[config.mk]
export PLATFORM = sky130hd
export DESIGN_NAME = store_align_unit
export DESIGN_NICKNAME = d
export VERILOG_FILES = /design/src/rtl/store_align_unit.sv
export SDC_FILE = /design/constraint.sdc
export NUM_CORES = 1
export LEC_CHECK = 0
export BUFFER_PORTS_ARGS = -buffer_cell sky130_fd_sc_hd__buf_2
export CAP_MARGIN = 20
export CORE_ASPECT_RATIO = 2
export CORE_MARGIN = 3
export CORE_UTILIZATION = 50
export CTS_BUF_LIST = sky130_fd_sc_hd__clkbuf_4 sky130_fd_sc_hd__clkbuf_8 sky130_fd_sc_hd__clkbuf_16
export DETAILED_ROUTE_END_ITERATION = 12
export PLACE_DENSITY_LB_ADDON = 0.12
export SLEW_MARGIN = 10
export SYNTH_ARGS = -nofsm -noshare
export SYNTH_HDL_FRONTEND = slang
export SYNTH_SLANG_ARGS = --single-unit
[constraint.sdc]
create_clock -name clk -period 4.9 [get_ports clk]
set_input_delay 0.49 -clock clk [delete_from_list [all_inputs] [get_ports clk]]
set_output_delay 0.49 -clock clk [all_outputs]
set_load 0.005 [all_outputs]
[src/rtl/store_align_unit.sv]
// store_align_unit
//   Converts CPU store requests (sb/sh/sw) into word-aligned memory writes.
//   Data is laned to the byte offset, byte enables are generated, and
//   misaligned or reserved requests are rejected without a memory access.
//   With RMW_EN=1, sb/sh go through a read-modify-write sequence for
//   word-only memories. With RMW_EN=0, the unit writes directly using mem_be.
//
// Ports
//   clk, rst              clock (rising edge) and async active-high reset
//   req_valid/req_ready   request handshake (ready only when idle)
//   req_addr/data/op      byte address, rs2 value, op (00 sb, 01 sh, 10 sw)
//   mem_addr              word-aligned address during RD/MERGE/WR, else 0
//   mem_rd_en/mem_rdata   read strobe; rdata is valid the following cycle
//   mem_wr_en/wdata/be    write strobe, write word, byte enables
//   done/err              retire pulse; err marks a rejected request
module store_align_unit #(
  parameter int unsigned ADDR_W = 32,
  parameter bit          RMW_EN = 1'b1
) (
  input  logic              clk,
  input  logic              rst,
  input  logic              req_valid,
  output logic              req_ready,
  input  logic [ADDR_W-1:0] req_addr,
  input  logic [31:0]       req_data,
  input  logic [1:0]        req_op,
  output logic [ADDR_W-1:0] mem_addr,
  output logic              mem_rd_en,
  input  logic [31:0]       mem_rdata,
  output logic              mem_wr_en,
  output logic [31:0]       mem_wdata,
  output logic [3:0]        mem_be,
  output logic              done,
  output logic              err
);

  localparam logic [1:0] OP_SB = 2'b00;
  localparam logic [1:0] OP_SH = 2'b01;
  localparam logic [1:0] OP_SW = 2'b10;

  typedef enum logic [2:0] {
    S_IDLE,
    S_RD,
    S_MERGE,
    S_WR,
    S_ERR
  } state_t;

  state_t            state_q, state_d;
  logic [ADDR_W-1:0] addr_q, addr_d;
  logic [31:0]       data_q, data_d;
  logic [1:0]        op_q, op_d;
  logic [31:0]       merged_q, merged_d;

  logic [3:0]        be_lane;
  logic [31:0]       laned;
  logic [31:0]       be_mask;
  logic              req_bad;
  logic              use_merge;
  logic [ADDR_W-1:0] word_addr;

  // Alignment check on the incoming request; only used to choose the
  // next state, never to drive outputs.
  always_comb begin
    req_bad = 1'b0;
    case (req_op)
      OP_SB:   req_bad = 1'b0;
      OP_SH:   req_bad = req_addr[0];
      OP_SW:   req_bad = (req_addr[1:0] != 2'b00);
      default: req_bad = 1'b1;
    endcase
  end

  // Laning and byte enables from the latched request.
  always_comb begin
    be_lane = '0;
    laned   = '0;
    case (op_q)
      OP_SB: begin
        be_lane = 4'b0001 << addr_q[1:0];
        laned   = 32'(data_q[7:0]) << {addr_q[1:0], 3'b000};
      end
      OP_SH: begin
        be_lane = addr_q[1] ? 4'b1100 : 4'b0011;
        laned   = addr_q[1] ? {data_q[15:0], 16'h0000} : {16'h0000, data_q[15:0]};
      end
      OP_SW: begin
        be_lane = '1;
        laned   = data_q;
      end
      default: begin
        be_lane = '0;
        laned   = '0;
      end
    endcase
  end

  assign be_mask   = {{8{be_lane[3]}}, {8{be_lane[2]}}, {8{be_lane[1]}}, {8{be_lane[0]}}};
  assign use_merge = RMW_EN && (op_q != OP_SW);
  assign word_addr = {addr_q[ADDR_W-1:2], 2'b00};

  // State and request registers
  always_ff @(posedge clk or posedge rst) begin
    if (rst) begin
      state_q  <= S_IDLE;
      addr_q   <= '0;
      data_q   <= '0;
      op_q     <= '0;
      merged_q <= '0;
    end else begin
      state_q  <= state_d;
      addr_q   <= addr_d;
      data_q   <= data_d;
      op_q     <= op_d;
      merged_q <= merged_d;
    end
  end

  // Next state and datapath updates
  always_comb begin
    state_d  = state_q;
    addr_d   = addr_q;
    data_d   = data_q;
    op_d     = op_q;
    merged_d = merged_q;
    case (state_q)
      S_IDLE: begin
        if (req_valid) begin
          addr_d = req_addr;
          data_d = req_data;
          op_d   = req_op;
          if (req_bad)                        state_d = S_ERR;
          else if (req_op == OP_SW || !RMW_EN) state_d = S_WR;
          else                                 state_d = S_RD;
        end
      end
      S_RD:    state_d = S_MERGE;
      S_MERGE: begin
        // mem_rdata answers the read issued in RD during this cycle.
        merged_d = (mem_rdata & ~be_mask) | (laned & be_mask);
        state_d  = S_WR;
      end
      S_WR:    state_d = S_IDLE;
      S_ERR:   state_d = S_IDLE;
      default: state_d = S_IDLE;
    endcase
  end

  // Outputs
  always_comb begin
    req_ready = 1'b0;
    mem_addr  = '0;
    mem_rd_en = 1'b0;
    mem_wr_en = 1'b0;
    mem_wdata = '0;
    mem_be    = '0;
    done      = 1'b0;
    err       = 1'b0;
    case (state_q)
      S_IDLE:  req_ready = 1'b1;
      S_RD: begin
        mem_addr  = word_addr;
        mem_rd_en = 1'b1;
      end
      S_MERGE: mem_addr = word_addr;
      S_WR: begin
        mem_addr  = word_addr;
        mem_wr_en = 1'b1;
        mem_wdata = use_merge ? merged_q : laned;
        mem_be    = be_lane;
        done      = 1'b1;
      end
      S_ERR: begin
        done = 1'b1;
        err  = 1'b1;
      end
      default: req_ready = 1'b0;
    endcase
  end

endmodule
# ---- Yosys cells after proc, flatten, opt, wreduce, memory -nomap -nowiden
# Cells that the tools add are included.
dict set report word_totals {
  ff_bits 101
  output_inout_bits 73
}
dict set report op_classes {
  eq_ne 10
  shift 2
  n_mux 18
  n_bitwise 4
  reduce_logical 7
}
# operator n
set ops {}
lappend ops {{32-bit two-way mux} 4}
lappend ops {{32-bit case mux with 3 select lines} 1}
lappend ops {{32-bit bitwise AND} 2}
lappend ops {{32-bit inverter} 1}
lappend ops {{32-bit OR} 1}
lappend ops {{8-bit by 5-bit << shifter with 32-bit output} 1}
lappend ops {{4-bit case mux with 3 select lines} 1}
lappend ops {{3-bit case mux with 3 select lines} 1}
lappend ops {{4-bit two-way mux} 2}
lappend ops {{3-bit by 2-bit equality test with 1-bit output (second input constant)} 2}
lappend ops {{3-bit two-way mux} 2}
lappend ops {{1-bit two-way mux} 5}
lappend ops {{2-bit by 1-bit equality test with 1-bit output (second input constant)} 2}
lappend ops {{2-bit equality test (second input constant)} 2}
lappend ops {{2-bit zero test} 2}
lappend ops {{2-bit inequality test (second input constant)} 2}
lappend ops {{1-bit by 2-bit << shifter with 4-bit output (first input constant)} 1}
lappend ops {{3-bit by 1-bit equality test with 1-bit output (second input constant)} 1}
lappend ops {{3-bit equality test (second input constant)} 1}
lappend ops {{3-bit zero test} 1}
lappend ops {{1-bit case mux with 3 select lines} 1}
lappend ops {{3-bit OR reduction} 1}
lappend ops {{2-bit two-way mux} 1}
lappend ops {{2-bit AND reduction} 1}
lappend ops {{other kinds (2)} 2}

# ---- Logic depth before layout (Yosys ltp)
dict set report depth {
  ltp_word 5
  depth_mapped 6
  mapped_depth_nobuf 3
}

# ---- Worst setup path before layout
# OpenSTA, ideal clock, no wires.
dict set report synth_path {
  path_kind {reg-to-output}
  startpoint {reg op_q[0]}
  endpoint {out mem_wdata[15]}
  t_arrival_ns 1.269
  required_ns 4.410
  slack_ns 3.141
  stages_incl_launch_ff 7
  n_path_buf 3
  path_cell_list {dfrtp_1 -> buf_2 -> nor2b_1 -> buf_2 -> buf_2 -> nand2_1 -> a21oi_1}
}
dict set report synth_via {
  elab_chain_cells 4
  word_cells_on_any_way 7
  classes_between {eq/ne: 3; mux: 3; reduce/logical: 1}
}
# item line_no
set synth_rtl {}
lappend synth_rtl {{start, declared} 52} ;# logic [1:0] op_q, op_d;
lappend synth_rtl {{start signal, assigned} 114} ;# op_q <= op_d;
lappend synth_rtl {{2-bit equality test (tied with other cells)} 78} ;# case (op_q)
lappend synth_rtl {{32-bit case mux with 3 select lines} 78}
lappend synth_rtl {{32-bit two-way mux (*)} 169} ;# mem_wdata = use_merge ? merged_q : laned;
lappend synth_rtl {{32-bit two-way mux (*)} 159} ;# case (state_q)
lappend synth_rtl {{end, declared} 31} ;# output logic [31:0] mem_wdata,
# Every way passes the cells marked *; elsewhere a longest branch is shown, timed or not.

# ---- Worst setup path after layout
dict set report layout_path {
  startpoint {reg op_q[1]}
  endpoint {out mem_wdata[21]}
}
# Same word-level chain as after synthesis.

==> out/metrics.yaml <==
status: "complete, no violations"
pwr-share-seq: 0.345
die_h_um: 159
synth.most_common_cell: "dfrtp_1"
p_sw_frac: 0.412
numCtsBuffers: 9
start_util: 0.513
holdWs_ns: 0.238
internal_power_w: 0.00299
place_hpwl_um: 11300
path_class: "reg -> out"
slew_violations: 0
syn_to_final_growth_pct: 19.5
grt_max_degree: 64
yosysTopAreaCell: "dfrtp_1"
synth-compound-area-share: 0.174
ys_types: 47
clk_pin_slew_worst_paths_ns: 0.07
htree_levels: 3
cts_sinks: 101
power_density_mw_per_mm2: 730
synth_flop_cell: "dfrtp_1"
grt_pass1_vias: 4810
clk_latency_ns: 0.34
drt_iter0_drc: 325
yosys.area_share.adder: 0
power.leakage_nw: 3.30
yosys.area_share.simple: 0.159
drive_gt1_frac: 0.403
cts_tree: "done"
synthMuxAreaShare: 0.169
yosysWarnings: 0
hold_class: "in -> async"
fin_skew_ns: 0.00826
combPwrFrac: 0.511
firstDrtPassIters: 6
synthCells: 557
ir_drop_mv: 0.406
clock_power_share: 0.144
grt_pass1_wl_um: 24700
critPathCaptureType: "primary output"
synth_commonest_cells: "dfrtp_1 (101), nand2_1 (74), mux2_4 (60)"
fin_tns_setup_ns: 0
route.detailed.drc: 0
synth-seq-cells: 101
rsz0062_at_grt: "no"
ctsHoldBuffers: 0
finalSetupViolCount: 0
startpoint_type: "flop"
num-nets-final: 799
avgRoutedWirePerCell_um: 19.1
tightest_slew_ns: 1.04
ant_nets: 0
arrival_ns: 2.77
antenna_cells: 0
power_w: 0.00508
synth.avg_cell_area_sq_um: 10.5
drt-total-wl_um: 16100
cts_root_buf: "clkbuf_16"
grt_usage: 0.249
synth_top_family_by_area: "compound AO/OA/AOI/OAI gates"
max-slew-margin-rel: 0.300
switchingPower_w: 0.00209
async_reset_ff_frac: 1.00
postCtsSetupRepairBufs: 0
die-area_sq_mm: 0.0131
netlist_area_sq_mm: 0.00582
fin_crit_sh: 0.665
ios: 174
fmaxAchievable_ghz: 0.307
cap_viol_max_count: 0
grt-ovfl-total: 0
synth.area.top_cells: "dfrtp_1 (43%), mux2_4 (15%), a21oi_1 (4.9%), nand2_1 (4.8%), and2_1 (3.3%)"
cts_buffer_depth: 2
synth_top_area_frac: 0.434
yosysSeqAreaShare: 0.434
io_buffers: 171
synthXorXnorAreaFrac: 0
worst_ep_required_time_ns: 4.41
vias_per_cell: 5.81
fin_util: 0.613
num_rows: 55
via_count: 4913
final_hold_viol_count: 0
core_sq_mm: 0.0114
die_w_um: 82.3
fin_crit_ns: 3.26
synth_edf_count: 0
path_max_fanout: 35
antenna_found_initial: 0
post_cts_resized: 0
gp_congestion: 0.895
-- state kept, by name, summed over array words and instances (netlist names) --
| signal | count |
|---|---|
| addr_q | 32 |
| data_q | 32 |
| merged_q | 32 |
| op_q | 2 |
| state_q | 3 |
-- cell families after synthesis --
| family | count (synthesis) |
|---|---|
| buffers and inverters | 56 |
| DFF | 101 |
| other | 1 |
| muxes | 67 |
| and+or+nand+nor | 179 |
| AOI/OAI and AO/OA | 153 |
-- worst max-delay path: stages (launching register included) --
cell	delay [ns]
dfrtp_1	0.60
buf_16	0.22
nor2b_2	0.86
buf_4	0.38
nand2_1	0.09
a21oi_1	0.14
buf_2	0.13
-- power by group through the flow --
| stage | registers, W | clock network [W] | logic [W] |
|---|---|---|---|
| final | 0.00175 | 0.000732 | 0.00260 |
| after global routing | 0.00181 | 0.000779 | 0.00285 |
| after CTS | 0.00177 | 0.000747 | 0.00253 |
| after detailed placement | 0.00177 | 0 | 0.00251 |
| after global placement | 0.00176 | 0 | 0.00245 |
| after floorplan | 0.00149 | 0 | 0.00206 |
-- area by class of cell --
cell class / count / area, sq um
clock inverters: 7 / 81.3
repair buffers: 182 / 998
inverters: 3 / 13.8
flip-flops and latches: 101 / 2530
well taps: 142 / 178
fillers: 977 / 4400
clock buffers: 9 / 225
multi-input cells: 401 / 2940
-- stage by stage --
step	instance area, sq um	instances	worst slack [ns]
2_1_floorplan	5830	558	1.76
3_3_place_gp	6570	826	1.74
3_5_place_dp	6570	826	1.60
4_1_cts	6880	842	1.24
5_1_grt	6960	845	1.44
6_report	6960	845	1.64
-- path summary, 6_finish.rpt --
path,depth (start not counted),start,slack (ns),end
worst max-delay path,6,op_q[1],1.64,mem_wdata[21]
worst min-delay path,2,rst,0.24,data_q[9]
worst max register to register,5,op_q[1],2.40,merged_q[21]
worst min register to register,2,merged_q[17],0.49,merged_q[17]
max in group asynchronous,3,rst,3.57,merged_q[26]
min in group clk,2,req_addr[29],0.36,addr_q[29]
-- per-layer routing --
metal,global-route usage,vias to the layer above,wire [um]
met4,0.123,0,667
met3,0.0532,49,1200
met1,0.290,2356,5900
met5,0,-,0
met2,0.423,243,8380
li1,-,2265,-
-- cells in the final DEF, fill, tap and decap left out, drive strengths merged, types with 6 or more instances in the layout --
cell type    n
o21ai        9
o31ai        8
nand2       74
a22o         7
nand4b       8
a211oi       8
o211ai      17
dfrtp      101
a21boi       8
a21oi       57
a31oi       25
buf        182
o32ai        8
mux2        66
nand3        8
inv          6
and2        32
nand3b       8
nor2        31
clkbuf       9
No activity file was read; power rests on OpenSTA's default activity.
